**config.mk**
```make
export PLATFORM = sky130hd
export DESIGN_NAME = hdmi_timing_gen
export DESIGN_NICKNAME = d
export VERILOG_FILES = /design/src/rtl/hdmi_timing_gen_pkg.sv /design/src/rtl/hdmi_timing_gen_pattern.sv /design/src/rtl/hdmi_timing_gen.sv
export SDC_FILE = /design/constraint.sdc
export NUM_CORES = 1
export LEC_CHECK = 0
export CAP_MARGIN = 20
export CELL_PAD_IN_SITES_DETAIL_PLACEMENT = 0
export CELL_PAD_IN_SITES_GLOBAL_PLACEMENT = 1
export CORE_ASPECT_RATIO = 1.5
export CORE_MARGIN = 1
export CORE_UTILIZATION = 40
export CTS_CLUSTER_DIAMETER = 120
export CTS_CLUSTER_SIZE = 20
export DETAILED_ROUTE_END_ITERATION = 10
export MAX_ROUTING_LAYER = met4
export PLACE_DENSITY = 0.85
export SLEW_MARGIN = 30
export SYNTH_ARGS = -nofsm -noshare
export SYNTH_HDL_FRONTEND = slang
export SYNTH_SLANG_ARGS = --single-unit
```
**constraint.sdc**
```tcl
create_clock -name clk -period 2.9 [get_ports clk]
set_clock_uncertainty 0.15 [all_clocks]
set_input_delay 0.58 -clock clk [delete_from_list [all_inputs] [get_ports clk]]
set_output_delay 0.58 -clock clk [all_outputs]
set_load 0.05 [all_outputs]
```
**src/rtl/hdmi_timing_gen_pkg.sv**
```systemverilog
// hdmi_timing_gen_pkg: shared video types, 720p timing defaults and HDMI pack field widths.
package hdmi_timing_gen_pkg;

    localparam int DEF_H_ACT  = 1280;
    localparam int DEF_V_ACT  = 720;
    localparam int DEF_H_FP   = 110;
    localparam int DEF_H_SYNC = 40;
    localparam int DEF_H_BP   = 220;
    localparam int DEF_V_FP   = 5;
    localparam int DEF_V_SYNC = 5;
    localparam int DEF_V_BP   = 20;

    localparam int RGB_W = 24;

    // Pack layout, MSB first: {clk, hsync, vsync, de, r, g, b, x, y}
    function automatic int pack_w(int x_w, int y_w);
        return 4 + RGB_W + x_w + y_w;
    endfunction

    typedef enum logic [1:0] {
        PAT_SOLID = 2'd0,
        PAT_BARS  = 2'd1,
        PAT_RAMP  = 2'd2,
        PAT_CHECK = 2'd3
    } pat_mode_e;

    // Element 0 is the leftmost bar (white)
    localparam logic [7:0][RGB_W-1:0] BAR_RGB = {
        24'h000000, 24'h0000FF, 24'hFF0000, 24'hFF00FF,
        24'h00FF00, 24'h00FFFF, 24'hFFFF00, 24'hFFFFFF
    };

endpackage

```
**src/rtl/hdmi_timing_gen_pattern.sv**
```systemverilog
// video_pattern_rgb: registered test-pattern colour for the current timing counters.
module video_pattern_rgb
    import hdmi_timing_gen_pkg::*;
#(
    parameter int H_ACT = DEF_H_ACT,
    parameter int HC_W  = 11,
    parameter int VC_W  = 10
) (
    input  logic              clk,
    input  logic              rst,
    input  logic [HC_W-1:0]   h_cnt,
    input  logic [VC_W-1:0]   v_cnt,
    input  logic              h_wrap,
    input  logic              de,
    input  logic [1:0]        mode,
    input  logic [RGB_W-1:0]  solid_rgb,
    output logic [RGB_W-1:0]  rgb
);

    localparam int BAR_W = H_ACT / 8;
    localparam int BP_W  = $clog2(BAR_W + 1);
    localparam logic [BP_W-1:0] BAR_LAST = BP_W'(BAR_W - 1);

    logic [BP_W-1:0]  bar_px_q, bar_px_d;
    logic [2:0]       bar_idx_q, bar_idx_d;
    logic [RGB_W-1:0] rgb_q, rgb_d;
    pat_mode_e        mode_e;

    // Bar counters track h_cnt, restarting with it so no divider is needed
    always_comb begin
        mode_e    = pat_mode_e'(mode);
        bar_px_d  = (h_wrap || bar_px_q == BAR_LAST) ? '0 : bar_px_q + 1'b1;
        bar_idx_d = h_wrap ? 3'd0 : (bar_px_q == BAR_LAST) ? bar_idx_q + 3'd1 : bar_idx_q;
        rgb_d     = !de                  ? '0 :
                    mode_e == PAT_SOLID  ? solid_rgb :
                    mode_e == PAT_BARS   ? BAR_RGB[bar_idx_q] :
                    mode_e == PAT_RAMP   ? {3{h_cnt[7:0]}} :
                    (h_cnt[5] ^ v_cnt[5]) ? '0 : 24'hFFFFFF;
    end

    always_ff @(posedge clk) begin
        if (rst) begin
            bar_px_q  <= '0;
            bar_idx_q <= '0;
            rgb_q     <= '0;
        end else begin
            bar_px_q  <= bar_px_d;
            bar_idx_q <= bar_idx_d;
            rgb_q     <= rgb_d;
        end
    end

    assign rgb = rgb_q;

endmodule

```
**src/rtl/hdmi_timing_gen.sv**
```systemverilog
// hdmi_timing_gen: free-running video timing with a built-in test pattern, emitting the HDMI pack stream.
module hdmi_timing_gen
    import hdmi_timing_gen_pkg::*;
#(
    parameter int H_ACT  = DEF_H_ACT,
    parameter int V_ACT  = DEF_V_ACT,
    parameter int H_FP   = DEF_H_FP,
    parameter int H_SYNC = DEF_H_SYNC,
    parameter int H_BP   = DEF_H_BP,
    parameter int V_FP   = DEF_V_FP,
    parameter int V_SYNC = DEF_V_SYNC,
    parameter int V_BP   = DEF_V_BP
) (
    input  logic        clk,
    input  logic        rst,
    input  logic [1:0]  i_mode,
    input  logic [23:0] i_solid_rgb,
    output logic [pack_w($clog2(H_ACT), $clog2(V_ACT))-1:0] o_pack,
    output logic        o_frame_start
);

    localparam int H_TOTAL = H_ACT + H_FP + H_SYNC + H_BP;
    localparam int V_TOTAL = V_ACT + V_FP + V_SYNC + V_BP;
    localparam int HC_W    = $clog2(H_TOTAL);
    localparam int VC_W    = $clog2(V_TOTAL);
    localparam int X_W     = $clog2(H_ACT);
    localparam int Y_W     = $clog2(V_ACT);

    localparam logic [HC_W-1:0] H_LAST  = HC_W'(H_TOTAL - 1);
    localparam logic [HC_W-1:0] H_ACT_C = HC_W'(H_ACT);
    localparam logic [HC_W-1:0] HS_BEG  = HC_W'(H_ACT + H_FP);
    localparam logic [HC_W-1:0] HS_END  = HC_W'(H_ACT + H_FP + H_SYNC);
    localparam logic [VC_W-1:0] V_LAST  = VC_W'(V_TOTAL - 1);
    localparam logic [VC_W-1:0] V_ACT_C = VC_W'(V_ACT);
    localparam logic [VC_W-1:0] VS_BEG  = VC_W'(V_ACT + V_FP);
    localparam logic [VC_W-1:0] VS_END  = VC_W'(V_ACT + V_FP + V_SYNC);

    logic [HC_W-1:0] h_cnt_q, h_cnt_d;
    logic [VC_W-1:0] v_cnt_q, v_cnt_d;
    logic [1:0]      mode_q, mode_d;
    logic [23:0]     solid_q, solid_d;
    logic            hs_q, hs_d, vs_q, vs_d, de_q, de_d, fs_q, fs_d;
    logic [X_W-1:0]  x_q, x_d;
    logic [Y_W-1:0]  y_q, y_d;
    logic            h_wrap, v_wrap;
    logic [23:0]     rgb;

    always_comb begin
        h_wrap  = h_cnt_q == H_LAST;
        v_wrap  = v_cnt_q == V_LAST;
        h_cnt_d = h_wrap ? '0 : h_cnt_q + 1'b1;
        v_cnt_d = !h_wrap ? v_cnt_q : v_wrap ? '0 : v_cnt_q + 1'b1;
        de_d    = (h_cnt_q < H_ACT_C) && (v_cnt_q < V_ACT_C);
        hs_d    = (h_cnt_q >= HS_BEG) && (h_cnt_q < HS_END);
        vs_d    = (v_cnt_q >= VS_BEG) && (v_cnt_q < VS_END);
        x_d     = de_d ? h_cnt_q[X_W-1:0] : '0;
        y_d     = de_d ? v_cnt_q[Y_W-1:0] : '0;
        fs_d    = de_d && h_cnt_q == '0 && v_cnt_q == '0;
        // Pattern selection only moves on the last clock of a frame
        mode_d  = (h_wrap && v_wrap) ? i_mode : mode_q;
        solid_d = (h_wrap && v_wrap) ? i_solid_rgb : solid_q;
    end

    always_ff @(posedge clk) begin
        if (rst) begin
            h_cnt_q <= '0;
            v_cnt_q <= '0;
            mode_q  <= PAT_SOLID;
            solid_q <= '0;
            hs_q    <= 1'b0;
            vs_q    <= 1'b0;
            de_q    <= 1'b0;
            fs_q    <= 1'b0;
            x_q     <= '0;
            y_q     <= '0;
        end else begin
            h_cnt_q <= h_cnt_d;
            v_cnt_q <= v_cnt_d;
            mode_q  <= mode_d;
            solid_q <= solid_d;
            hs_q    <= hs_d;
            vs_q    <= vs_d;
            de_q    <= de_d;
            fs_q    <= fs_d;
            x_q     <= x_d;
            y_q     <= y_d;
        end
    end

    video_pattern_rgb #(
        .H_ACT (H_ACT),
        .HC_W  (HC_W),
        .VC_W  (VC_W)
    ) u_pattern (
        .clk       (clk),
        .rst       (rst),
        .h_cnt     (h_cnt_q),
        .v_cnt     (v_cnt_q),
        .h_wrap    (h_wrap),
        .de        (de_d),
        .mode      (mode_q),
        .solid_rgb (solid_q),
        .rgb       (rgb)
    );

    assign o_pack        = {clk, hs_q, vs_q, de_q, rgb, x_q, y_q};
    assign o_frame_start = fs_q;

endmodule

```
# Yosys cells after proc, flatten, opt, wreduce, memory -nomap -nowiden
# Memories as Yosys holds them, arrays and structs flattened. A register that Yosys moved wholly into a read port is not among the register bits.
# Index checks and enable logic that the tools add are counted.
dict set report classes {
  n_reduce_logical 13
  n_mux 8
  addsub 4
  bitwise_logic 2
  order_cmp 7
  eq_ne 5
}
# cell count
set ops {}
lappend ops {{24-bit 2-to-1 mux} 5}
lappend ops {{11-bit less-than comparator (second input constant)} 2}
lappend ops {{10-bit less-than comparator (second input constant)} 2}
lappend ops {{11-bit by 1-bit adder with 11-bit output (second input constant)} 1}
lappend ops {{11-bit equality test (second input constant)} 1}
lappend ops {{11-bit >= comparator (second input constant)} 1}
lappend ops {{11-bit logical NOT} 1}
lappend ops {{10-bit by 1-bit adder with 10-bit output (second input constant)} 1}
lappend ops {{10-bit equality test (second input constant)} 1}
lappend ops {{10-bit >= comparator (second input constant)} 1}
lappend ops {{10-bit logical NOT} 1}
lappend ops {{10-bit 2-to-1 mux} 1}
lappend ops {{8-bit by 1-bit adder with 8-bit output (second input constant)} 1}
lappend ops {{8-bit equality test (second input constant)} 1}
lappend ops {{1-bit logical AND} 6}
lappend ops {{3-bit 2-to-1 mux} 2}
lappend ops {{2-bit OR reduction} 3}
lappend ops {{3-bit by 4-bit less-than comparator with 1-bit output (second input constant)} 1}
lappend ops {{3-bit by 1-bit adder with 3-bit output (second input constant)} 1}
lappend ops {{2-bit by 1-bit equality test with 1-bit output (second input constant)} 1}
lappend ops {{2-bit equality test (second input constant)} 1}
lappend ops {{2-bit logical NOT} 1}
lappend ops {{1-bit logical OR} 1}
lappend ops {{1-bit inverter} 1}
lappend ops {{1-bit XOR} 1}
dict set report word_totals {
  n_memories 1
  input_bits 28
  register_bits 107
  out_inout_bits 50
  romBits 192
  elab_cells 53
}
# name words width rd rd_clocked_by_memory_dff write_ports line_no
set memory_table {}
lappend memory_table {{(no name shown)} 8 24 1 1 0 hdmi_timing_gen_pattern.sv:36} ;# mode_e == PAT_BARS ? BAR_RGB[bar_idx_q] :

# Depth between registers and ports, before layout
# Gate-level depths: netlist of the first run.
dict set report depth {
  ltp_word 5
  mapped_depth 8
  ltp_nobuf 6
}

# Cells and area by module
# From an unflattened synthesis of the first run, not the netlist that was laid out.
dict set report hier_totals {
  hier_cells 489
  hier_area_um2 4466.8
}
# mod area_per_inst_um2 cells_per_inst n_inst seq_area_each_um2
set by_module_without_submodules {}
lappend by_module_without_submodules {hdmi_timing_gen 2876.5 330 1 1441.4}
lappend by_module_without_submodules {video_pattern_rgb 1590.3 159 1 760.7}

==> out/qor.csv, run 1 <==
stage,metric,value,unit
power,clkPwrFrac,0.484,
final_layout,fillers,977,
final_layout,final_cells,680,
placed_design,post-dp-hpwl,7260,um
timing,setup_viol,0,
logic_synthesis,synth-edff-count,0,
power,p_switching,0.750,mW
logic_synthesis,synth_top_family_by_area,simple AND/OR/NAND/NOR gates,
logic_synthesis,syn_area,0.00444,sq mm
logic_synthesis,syn_inst,478,
drt,viasPerCell,5.41,
grt,antenna_found_initial,0,
die,start_util,0.415,
logic_synthesis,yosysWarnings,0,
drt,routed_wl,10700,um
cts,hold_buffers,0,
outcome,status,finished clean,
worst_setup_path,critical_path_peak_fanout,2,
placed_design,pre_cts_slack,0.0479,ns
logic_synthesis,async_reset_ff_frac,0,
timing,worst_pin_slew,0.847,ns
die,rows,46,
worst_setup_path,crit_required,2.17,ns
die,coreArea,0.0107,sq mm
power,p_int,2.46,mW
worst_setup_path,cp.arrival,2.11,ns
grt,grt_pass1_vias,3387,
placed_design,dp_cells,661,
logic_synthesis,synth_mux_area_frac,0.00225,
cts,cts_tree,built,
logic_synthesis,yosys_register_bits,110,
logic_synthesis,synth-simple-area-share,0.196,
logic_synthesis,synthAdderAreaFrac,0.0254,
drt,drc,0,
final_layout,drive_gt1_frac,0.118,
die,dieArea,0.0115,sq mm
grt,grt_pass1_wl,16900,um
die,fp.dieH,131,um
final_layout,seq_area,0.00220,sq mm
hold_path,hold_class,flop to flop,
logic_synthesis,seq_area_frac_synth,0.496,
power,power.share.sequential,0.477,
grt,grt_util_all_layers,0.199,
logic_synthesis,syn-mean-instance-area,9.29,sq um
grt,grt_max_degree,39,
placed_design,globalplace.congestion,0.846,
worst_setup_path,startpoint_type,clock port,
logic_synthesis,synthXorXnorAreaFrac,0.0375,
timing,setup_ws,0.0649,ns
power,ir_drop,0.294,mV
drt,initialDrtViolationCount,389,
power,p_leak,1.97,nW
final_layout,nets,568,
logic_synthesis,synth_compound_area_frac,0.181,
cts,path_clk_slew,0.07,ns
logic_synthesis,synth.distinct_cells,46,
drt,via_count,3677,
logic_synthesis,synthesis.nets,515,
timing,tns,0,ns
drt,first_pass_iters,5,
drt,avgRoutedWirePerCell,15.7,um
final_layout,syn_to_final_growth,26.8,%
worst_setup_path,critPathKind,clock port to primary output,
worst_setup_path,end_kind,primary output,
final_layout,multi_input_area,0.00197,sq mm
grt,grt-ovfl-total,0,
placed_design,portBuffers,77,
final_layout,final_util,0.526,
power,p_per_area,570,mW/mm^2
drt,ant_nets,0,
flow_run,cap_violations,0,
cts,clk_latency,0.46,ns
timing,slew_headroom,0.435,
final_layout,final_cell_mix,"dfxtp_1, clkdlybuf4s50_1, a21oi_1",
logic_synthesis,synth_flop_cell,dfxtp_1,
timing,finalHoldViolCount,0,
final_layout,num_antenna_cells,0,
die,die_x,88.0,um
timing,hold_ws,0.285,ns
power,sw_frac_of_total,0.234,
die,ios,78,
timing,final-max-slew-violation-count,0,
power,combPwrFrac,0.039,
final_layout,final_common_cell,dfxtp_1,
timing,rsz0062_at_grt,false,
## sequential cells by signal, summed over array words and instances, names as in the netlist, named ones only
name	cells
u_pattern.rgb	24
solid_q	24
y_q	10
o_frame_start	1
x_q	11
vs_q	1
mode_q	2
de_q	1
v_cnt_q	10
h_cnt_q	11
u_pattern.bar_px_q	8
hs_q	1
u_pattern.bar_idx_q	3
## Yosys cell counts, types with 2 or more instances
| cell | count | share of area |
|---|---|---|
| and3_1 | 4 | 0.0056 |
| buf_2 | 13 | 0.015 |
| nor2_1 | 33 | 0.028 |
| nand2b_1 | 5 | 0.0070 |
| xor2_1 | 9 | 0.018 |
| or2_2 | 4 | 0.0056 |
| o31ai_1 | 6 | 0.010 |
| o21ai_0 | 31 | 0.035 |
| clkbuf_2 | 3 | 0.0034 |
| buf_6 | 2 | 0.0051 |
| nor4_1 | 3 | 0.0042 |
| and2_1 | 16 | 0.023 |
| ha_1 | 9 | 0.025 |
| inv_1 | 13 | 0.011 |
| xnor2_1 | 10 | 0.020 |
| a211oi_1 | 4 | 0.0068 |
| nand3_1 | 36 | 0.041 |
| and4_1 | 2 | 0.0039 |
| nor3_1 | 16 | 0.018 |
| nand2_1 | 20 | 0.017 |
| o221a_2 | 24 | 0.061 |
| a21oi_1 | 40 | 0.045 |
| o21a_1 | 3 | 0.0051 |
| nand4_1 | 8 | 0.011 |
| nand4b_1 | 3 | 0.0059 |
| or4_1 | 5 | 0.0085 |
| clkbuf_1 | 21 | 0.018 |
| buf_4 | 6 | 0.010 |
| or3_1 | 3 | 0.0042 |
| dfxtp_1 | 110 | 0.50 |
## kinds of logic after synthesis
kind of cell	after synthesis
compound gates	117
xor+xnor	19
fa+ha+maj	9
buf+inv	58
flops	110
mux	1
simple gates	164
## metrics by stage
stage	cell area [sq um]	power, mW
floorplan	4440	1.70
global placement	5240	1.77
detailed placement	5240	1.77
CTS	5630	3.23
global route	5630	3.32
finish	5630	3.21
## final timing paths
kind / startpoint / to / slack, ns / depth (start not counted)
setup / recovery: clk / o_pack[48] / 0.06 / 3
hold / removal: u_pattern.bar_px_q[0] / u_pattern.bar_px_q[0] / 0.28 / 1
setup reg to reg: v_cnt_q[6] / solid_q[19] / 0.53 / 4
hold reg to reg: u_pattern.bar_px_q[0] / u_pattern.bar_px_q[0] / 0.28 / 1
## per-layer routing
metal	vias up	GRT usage	part of all wire
li1	1798	-	-
met1	1759	0.239	0.43
met2	101	0.331	0.51
met3	19	0.0239	0.044
met4	0	0.0920	0.019
met5	-	-	0
## power by group through the flow
stage	combinational (mW)	clock [mW]	sequential (mW)
floorplan	0.0522	0.0743	1.58
global placement	0.123	0.0796	1.57
detailed placement	0.124	0.0796	1.57
CTS	0.125	1.58	1.53
global route	0.134	1.65	1.53
finish	0.125	1.55	1.53
## critical path, stage by stage
cell and delay [ns]:
clkbuf_16 0.12, clkbuf_16 0.12, dlygate4sd2_1 0.41
## area by class of cell
class / count / area share
multi-input cells: 310 / 0.351
repair buffers: 83 / 0.147
clock buffers: 13 / 0.0549
inverters: 13 / 0.00867
clock inverters: 7 / 0.0156
well taps: 144 / 0.0320
flip-flops and latches: 110 / 0.391
## timing repair
action | in CTS | in global routing
setup buffers | 0 | 0
hold endpoints to repair | 0 | 0
endpoints found under the setup margin | 1 | 0
gates resized for setup | 1 | 0
Note: power is estimated with default switching activity, not from simulation.
==> run 2, diff against run 1 <==
SKIP_LAST_GASP = 1   (was not set)
SLEW_MARGIN = 0   (was 30)
==> results of run 2 <==
No change in the layout: final DEF, timing and power equal those of run 1.
